## src/rtl/mux_tree_pipe_pkg.sv

```systemverilog
// rtl/mux_tree_pipe_pkg.sv - shared constants and helpers for the pipelined mux tree
package mux_tree_pipe_pkg;

  localparam int MUX_MAX_SEL_BITS = 5;

  // Number of lanes entering tree level k of a 2**sel_bits input tree.
  function automatic int lanes_at(input int sel_bits, input int k);
    return 1 << (sel_bits - k);
  endfunction

endpackage

```

## src/rtl/mux_tree_pipe_level.sv

```systemverilog
// rtl/mux_tree_pipe_level.sv - one 2:1 level of the mux tree, optionally registered
module mux_tree_level
  import mux_tree_pipe_pkg::*;
#(
  parameter int WIDTH    = 32,
  parameter int LANES_IN = 2,
  parameter int SB       = 1,
  parameter bit REG      = 1'b1
) (
  input  logic                          clock_i,
  input  logic                          reset_i,
  input  logic                          en_i,
  input  logic                          valid_i,
  input  logic [SB-1:0]                 sel_i,
  input  logic [LANES_IN*WIDTH-1:0]     data_i,
  output logic                          valid_o,
  output logic [SB-1:0]                 sel_o,
  output logic [(LANES_IN/2)*WIDTH-1:0] data_o
);

  localparam int LANES_OUT = LANES_IN / 2;

  logic [LANES_OUT*WIDTH-1:0] data_d;
  logic [SB-1:0]              sel_d;

  // Bit 0 steers this level; the rest shifts down so the next level always uses bit 0.
  always_comb begin
    data_d = '0;
    for (int j = 0; j < LANES_OUT; j++) begin
      data_d[j*WIDTH +: WIDTH] = sel_i[0] ? data_i[(2*j+1)*WIDTH +: WIDTH]
                                          : data_i[(2*j)*WIDTH +: WIDTH];
    end
    sel_d = sel_i >> 1;
  end

  generate
    if (REG) begin : g_reg
      logic                       valid_q;
      logic [SB-1:0]              sel_q;
      logic [LANES_OUT*WIDTH-1:0] data_q;

      always_ff @(posedge clock_i) begin
        if (reset_i) begin
          valid_q <= 1'b0;
          sel_q   <= '0;
          data_q  <= '0;
        end else if (en_i) begin
          valid_q <= valid_i;
          sel_q   <= sel_d;
          data_q  <= data_d;
        end
      end

      assign valid_o = valid_q;
      assign sel_o   = sel_q;
      assign data_o  = data_q;
    end else begin : g_comb
      logic unused_ok;
      assign unused_ok = &{1'b0, clock_i, reset_i, en_i};
      assign valid_o   = valid_i;
      assign sel_o     = sel_d;
      assign data_o    = data_d;
    end
  endgenerate

endmodule

```

## src/rtl/mux_tree_pipe.sv

```systemverilog
// rtl/mux_tree_pipe.sv - N:1 wide mux tree with per-level pipelining and valid/ready handshake
module mux_tree_pipe
  import mux_tree_pipe_pkg::*;
#(
  parameter int WIDTH    = 32,
  parameter int SEL_BITS = 3,
  parameter bit PIPE     = 1'b1
) (
  input  logic                             clock,
  input  logic                             reset,
  input  logic                             in_valid,
  output logic                             in_ready,
  input  logic [SEL_BITS-1:0]              select,
  input  logic [(1<<SEL_BITS)*WIDTH-1:0]   in_data,
  output logic                             out_valid,
  input  logic                             out_ready,
  output logic [WIDTH-1:0]                 out_data
);

  localparam int N = 1 << SEL_BITS;

  logic [SEL_BITS:0]                valid_w;
  logic [SEL_BITS:0][SEL_BITS-1:0]  sel_w;
  logic [SEL_BITS:0][N*WIDTH-1:0]   data_w;
  logic                             stall;
  logic                             unused_ok;

  assign valid_w[0] = in_valid;
  assign sel_w[0]   = select;
  assign data_w[0]  = in_data;

  // Without PIPE only the last level registers, giving the single output register.
  generate
    for (genvar k = 0; k < SEL_BITS; k++) begin : g_level
      localparam int LIN   = lanes_at(SEL_BITS, k);
      localparam int OUT_W = (LIN / 2) * WIDTH;

      mux_tree_level #(
        .WIDTH    (WIDTH),
        .LANES_IN (LIN),
        .SB       (SEL_BITS),
        .REG      (PIPE || (k == SEL_BITS - 1))
      ) u_level (
        .clock_i (clock),
        .reset_i (reset),
        .en_i    (~stall),
        .valid_i (valid_w[k]),
        .sel_i   (sel_w[k]),
        .data_i  (data_w[k][LIN*WIDTH-1:0]),
        .valid_o (valid_w[k+1]),
        .sel_o   (sel_w[k+1]),
        .data_o  (data_w[k+1][OUT_W-1:0])
      );

      assign data_w[k+1][N*WIDTH-1:OUT_W] = '0;
    end
  endgenerate

  assign stall     = out_valid & ~out_ready;
  assign in_ready  = ~stall;
  assign out_valid = valid_w[SEL_BITS];
  assign out_data  = data_w[SEL_BITS][WIDTH-1:0];
  assign unused_ok = ^{1'b0, sel_w[SEL_BITS], data_w};

endmodule

```

## config.mk

```make
export PLATFORM = sky130hd
export DESIGN_NAME = mux_tree_pipe
export DESIGN_NICKNAME = d
export VERILOG_FILES = /design/src/rtl/mux_tree_pipe_pkg.sv /design/src/rtl/mux_tree_pipe_level.sv /design/src/rtl/mux_tree_pipe.sv
export SDC_FILE = /design/constraint.sdc
export NUM_CORES = 1
export LEC_CHECK = 0
export ABC_AREA = 1
export CORE_ASPECT_RATIO = 0.75
export CORE_MARGIN = 4
export CORE_UTILIZATION = 43
export DETAILED_ROUTE_END_ITERATION = 10
export PLACE_DENSITY = 0.7
export SYNTH_ARGS = -nofsm -noshare
export SYNTH_HDL_FRONTEND = slang
export SYNTH_SLANG_ARGS = --single-unit
```

## constraint.sdc

```tcl
create_clock -name clock -period 1.3 [get_ports clock]
set_input_delay 0.26 -clock clock [delete_from_list [all_inputs] [get_ports clock]]
set_output_delay 0.26 -clock clock [all_outputs]
set_load 0.02 [all_outputs]
```

=== After elaboration in Yosys (flattened, before gate mapping) ===
Cells that the tools add are included.

* Multiplexer cells: 7
* Bitwise logic cells: 3

{| class="wikitable"
|+ Operators by type and width
! operator !! count
|-
| 32-bit two-way mux || 7
|-
| 1-bit NOT || 2
|-
| 1-bit bitwise AND || 1
|}

* Flip-flop bits (word level): 230
* Output and inout port bits: 34

=== Depth between registers and ports, before layout ===
* Word-level depth: 3
* Gate-level depth with buffers: 7
* Gate-level depth less buffers: 5

=== Hierarchy ===
From an unflattened synthesis, not the netlist that was laid out.

* Cells, all modules: 1968
* Area total of the unflattened synthesis: 11837.6 µm²

{| class="wikitable"
|+ By module, submodules not included
! module !! instances !! cells each !! area an instance (µm²) !! sequential area each (µm²)
|-
| mux_tree_level at g_level[0].u_level || 1 || 1112 || 6622.6 || 2622.5
|-
| mux_tree_level at g_level[1].u_level || 1 || 563 || 3384.5 || 1341.3
|-
| mux_tree_level at g_level[2].u_level || 1 || 291 || 1823.0 || 700.7
|-
| mux_tree_pipe || 1 || 2 || 7.5 || 0.0
|}

=== Least setup slack after synthesis ===
OpenSTA, ideal clock, no wires.

* Path type: register -> output
* From: register g_level[2].u_level.g_reg.valid_q
* To: output port in_ready
* Arrival: 1.140 ns
* Required time: 1.040 ns
* Slack: -0.100 ns
* Stages on the path, launching flop included: 6
* Cells stage by stage: dfxtp_1 -> buf_2 -> inv_2 -> nor2_4 -> buf_2 -> inv_1

* Longest elaborated chain between the ends: 2

{| class="wikitable"
|+ Ends and longest elaborated chain
! what !! RTL line !! text
|-
| start, declared || mux_tree_pipe_level.sv:38 || <nowiki>logic valid_q;</nowiki>
|-
| start signal, assigned || mux_tree_pipe_level.sv:48 || <nowiki>valid_q <= valid_i;</nowiki>
|-
| 1-bit bitwise AND || mux_tree_pipe.sv:59 || <nowiki>assign stall = out_valid & ~out_ready;</nowiki>
|-
| 1-bit NOT || mux_tree_pipe.sv:60 || <nowiki>assign in_ready = ~stall;</nowiki>
|-
| end, declared || mux_tree_pipe.sv:12 || <nowiki>output logic in_ready,</nowiki>
|}

No other way between the ends.

=== Final worst setup path ===
Ends and elaborated chain as after synthesis.

==> Implementation_results.wiki <==
{| class="wikitable"
! Metric !! Value
|-
| Leak pwr || 8.42 nW
|-
| Slowest Stage Delay on Critical Path || 390 ps
|-
| Share of synthesized area occupied by flip-flops and latches || 36.1%
|-
| Headroom to the max-slew limit || 72.0%
|-
| Total I/O pin count || 297
|-
| Capture point of the worst reg-to-reg path || g_level[1].u_level.data_o[37]$_SDFFE_PP0N_
|-
| Num CTS Buffers || 24
|-
| Overflow left after global routing || 0
|-
| Cell variety after synth || 13
|-
| Area growth from synthesis to layout || 36.4%
|-
| R2R setup slack || -240 ps
|-
| Number of hold violations in the final report || 0
|-
| Max-capacitance violation count || 0
|-
| Yosys warning total || 0
|-
| Routed length per placed instance || 14.3 µm
|-
| Cell-by-cell trace of the critical path || inv_4 > nor2_4 > inv_2 > buf_6
|-
| CTS H-tree lvls || 1
|-
| Net count of the mapped netlist || 2,497
|-
| Inserted Diodes || 0
|-
| Crit path capture type || output pin
|-
| Min setup slack post-route || -258 ps
|-
| Synthesized instance count || 2,234
|-
| Worst IR Drop VDD || 0.907 mV
|-
| First-pass GRT wire length || 62,000 µm
|-
| CORE AREA || 29,200 µm²
|-
| IO buf count || 296
|-
| Total power density per cell area || 1080 nW/µm²
|-
| Worst Skew || 5.29 ps
|-
| Startpoint of the worst hold path || select[0]
|-
| Insertion delay to the later sink of the worst-skew pair || 520 ps
|-
| Arrival time of data at the critical path endpoint || 1300 ps
|-
| Clock root cell || sky130_fd_sc_hd__clkbuf_16
|-
| Overall global routing resource usage || 23.5%
|-
| Clk pin slew, worst setup/hold paths || 60 ps
|-
| Buffers and inverters on the worst path || 3
|-
| Die height || 157 µm
|-
| CTS sink cnt || 230
|-
| Detailed placement HPWL || 27,400 µm
|-
| Average size of a mapped cell || 5.71 µm²
|-
| Final period utilization || 120%
|-
| Antenna violations before repair || 0
|-
| Placed Instances || 2,786
|-
| Number of nets in the layout || 2,713
|-
| Post-DRT Antenna Nets || 0
|-
| Highest clock frequency the design can meet || 642 MHz
|-
| First-iteration detailed-routing DRC count || 982
|-
| Data required time at the worst endpoint || 1040 ps
|-
| Wirelength, routed || 41,000 µm
|-
| Unrepaired setup endpoints after global routing || yes
|-
| Max clock buf depth || 3
|-
| Floorplan die area || 32,500 µm²
|-
| Violated checks || setup timing
|-
| Worst reg2reg path startpoint || g_level[2].u_level.valid_o$_SDFFE_PP0N_
|-
| Number of pins with negative max-slew slack in the final report || 0
|-
| Post-Layout Cell Count || 2,860
|-
| Startpoint Class || flip-flop
|-
| Flops & latches, synth || 230
|-
| Total of endpoints with negative setup slack in the final report || 203
|-
| Hold buffers post-CTS || 0
|-
| Number of cells on the worst hold path || 5
|-
| Via density per instance || 4.70
|-
| Count of vias placed by the detailed router || 13.4k
|-
| Pin count of the biggest net entering global routing || 93
|-
| Row Count || 54
|-
| Hold slack || 136 ps
|-
| Worst hold-check path type || in -> reg
|-
| Final GP Congestion || 0.882
|-
| Run status || complete, but fails checks
|-
| Tot Pwr || 18.7 mW
|-
| X dimension of the die || 207 µm
|-
| Hold endpoint || g_level[0].u_level.data_o[30]$_SDFFE_PP0N_
|-
| Via count of the first global-routing pass || 12.2k
|-
| Transition time at the pin with the least slew margin || 419 ps
|-
| Starting density of the core || 43.7%
|-
| Fin Setup TNS || -31,840 ps
|-
| First-pass iteration count of the detailed router || 8
|-
| Mapped Area || 12,800 µm²
|-
| Minimum clock period after layout || 1560 ps
|-
| Layout cells sized above 1 || 8.18%
|-
| Number of design rule violations left after detail routing || 0
|-
| Largest fanout of any net on the critical path || 3
|-
| Kind of cell adding the most delay to the critical path || flip-flops
|-
| Slowest-stage cell, CP || sky130_fd_sc_hd__dfxtp_4
|-
| Critical Setup Path Class || reg -> out
|-
| Worst reg2reg path depth || 9
|-
| TritonCTS clock tree || done
|}
==> per-stage QoR <==
step                setup slack [ps]  cell area (µm²)  utilization, %
finish                          -258            17400            59.6
detailed placement              -599            15900            54.3
CTS                             -279            16900            57.9
floorplan                       7.62            12800               -
global route                    -272            17400            59.6
global placement                -597            15900            54.3
==> synth_stat cells, drive strengths merged <==
cell type | instances | area share, %
clkbuf | 50 | 1.5
nand2 | 906 | 27
a21oi | 1 | 0.039
buf | 130 | 6.5
nand3 | 224 | 8.8
dfxtp | 230 | 36
inv | 234 | 6.9
nor2 | 459 | 14
==> timing repair <==
action,4_1_cts,5_1_grt
gates cloned,7,11
hold endpoints to repair,0,0
endpoints found under the setup margin,132,250
setup buffers,4,8
pin swaps,1,2
resized for setup,130,59
==> kinds of logic after synthesis <==
kind of cell	count (synthesis)	share of synthesized area, %
and+or+nand+nor	1589	49.0
buffers and inverters	414	14.9
DFF	230	36.1
AOI/OAI and AO/OA	1	0.0392
==> metal layers <==
layer | vias up | routed length, µm | global-route usage [%]
li1 | 6998 | - | -
met1 | 5980 | 18800 | 33.8
met4 | 0 | 680 | 4.53
met5 | - | 0 | 0
met3 | 51 | 3160 | 4.20
met2 | 416 | 18300 | 37.2
==> area by class of cell <==
cell class                 count  area, µm²
fill                        2828      11800
tap                          392        490
timing repair buffer         370       4230
clock buffer                  36        737
sequential                   230       4620
inverter                     234        893
clock inverter                 8       65.1
multi-input combinational   1590       6370
==> cells in the final DEF (no fill, tap or decap), drive strengths merged <==
master and instances:
nand2 906, nor2 459, clkdlybuf4s50 261, inv 234, dfxtp 230, nand3 224, buf 97, clkbuf 47
clkinv 7, a21oi 1, bufinv 1, bufbuf 1
==> worst max path at each step <==
stage                    end  slack, ps                                     from  cells past startpoint
floorplan           in_ready          8  g_level[2].u_level.valid_o$_SDFFE_PP0N_                      5
global placement    in_ready       -600                                out_ready                      5
detailed placement  in_ready       -600                                out_ready                      5
CTS                 in_ready       -280  g_level[2].u_level.valid_o$_SDFFE_PP0N_                      4
global route        in_ready       -270  g_level[2].u_level.valid_o$_SDFFE_PP0N_                      4
finish              in_ready       -260  g_level[2].u_level.valid_o$_SDFFE_PP0N_                      4
==> power by group <==
part / internal [mW] / total (mW) / switching (mW)
registers: 7.59 / 7.91 / 0.323
clock network: 4.11 / 6.99 / 2.88
logic: 1.81 / 3.81 / 2.00
==> tightest hold or removal path, cell delays in order <==
cell and delay (ps):
sky130_fd_sc_hd__buf_4 130, sky130_fd_sc_hd__nand2_1 60, sky130_fd_sc_hd__nand2_1 70, sky130_fd_sc_hd__nor2_1 40
sky130_fd_sc_hd__nor2_1 60
==> flip-flops by register name, summed over array words and instances (netlist names) <==
signal                   flops
g_level.u_level.valid_o      3
g_level.u_level.sel_o        3
g_level.u_level.data_o     224
Power figures use the tool's default switching activity.
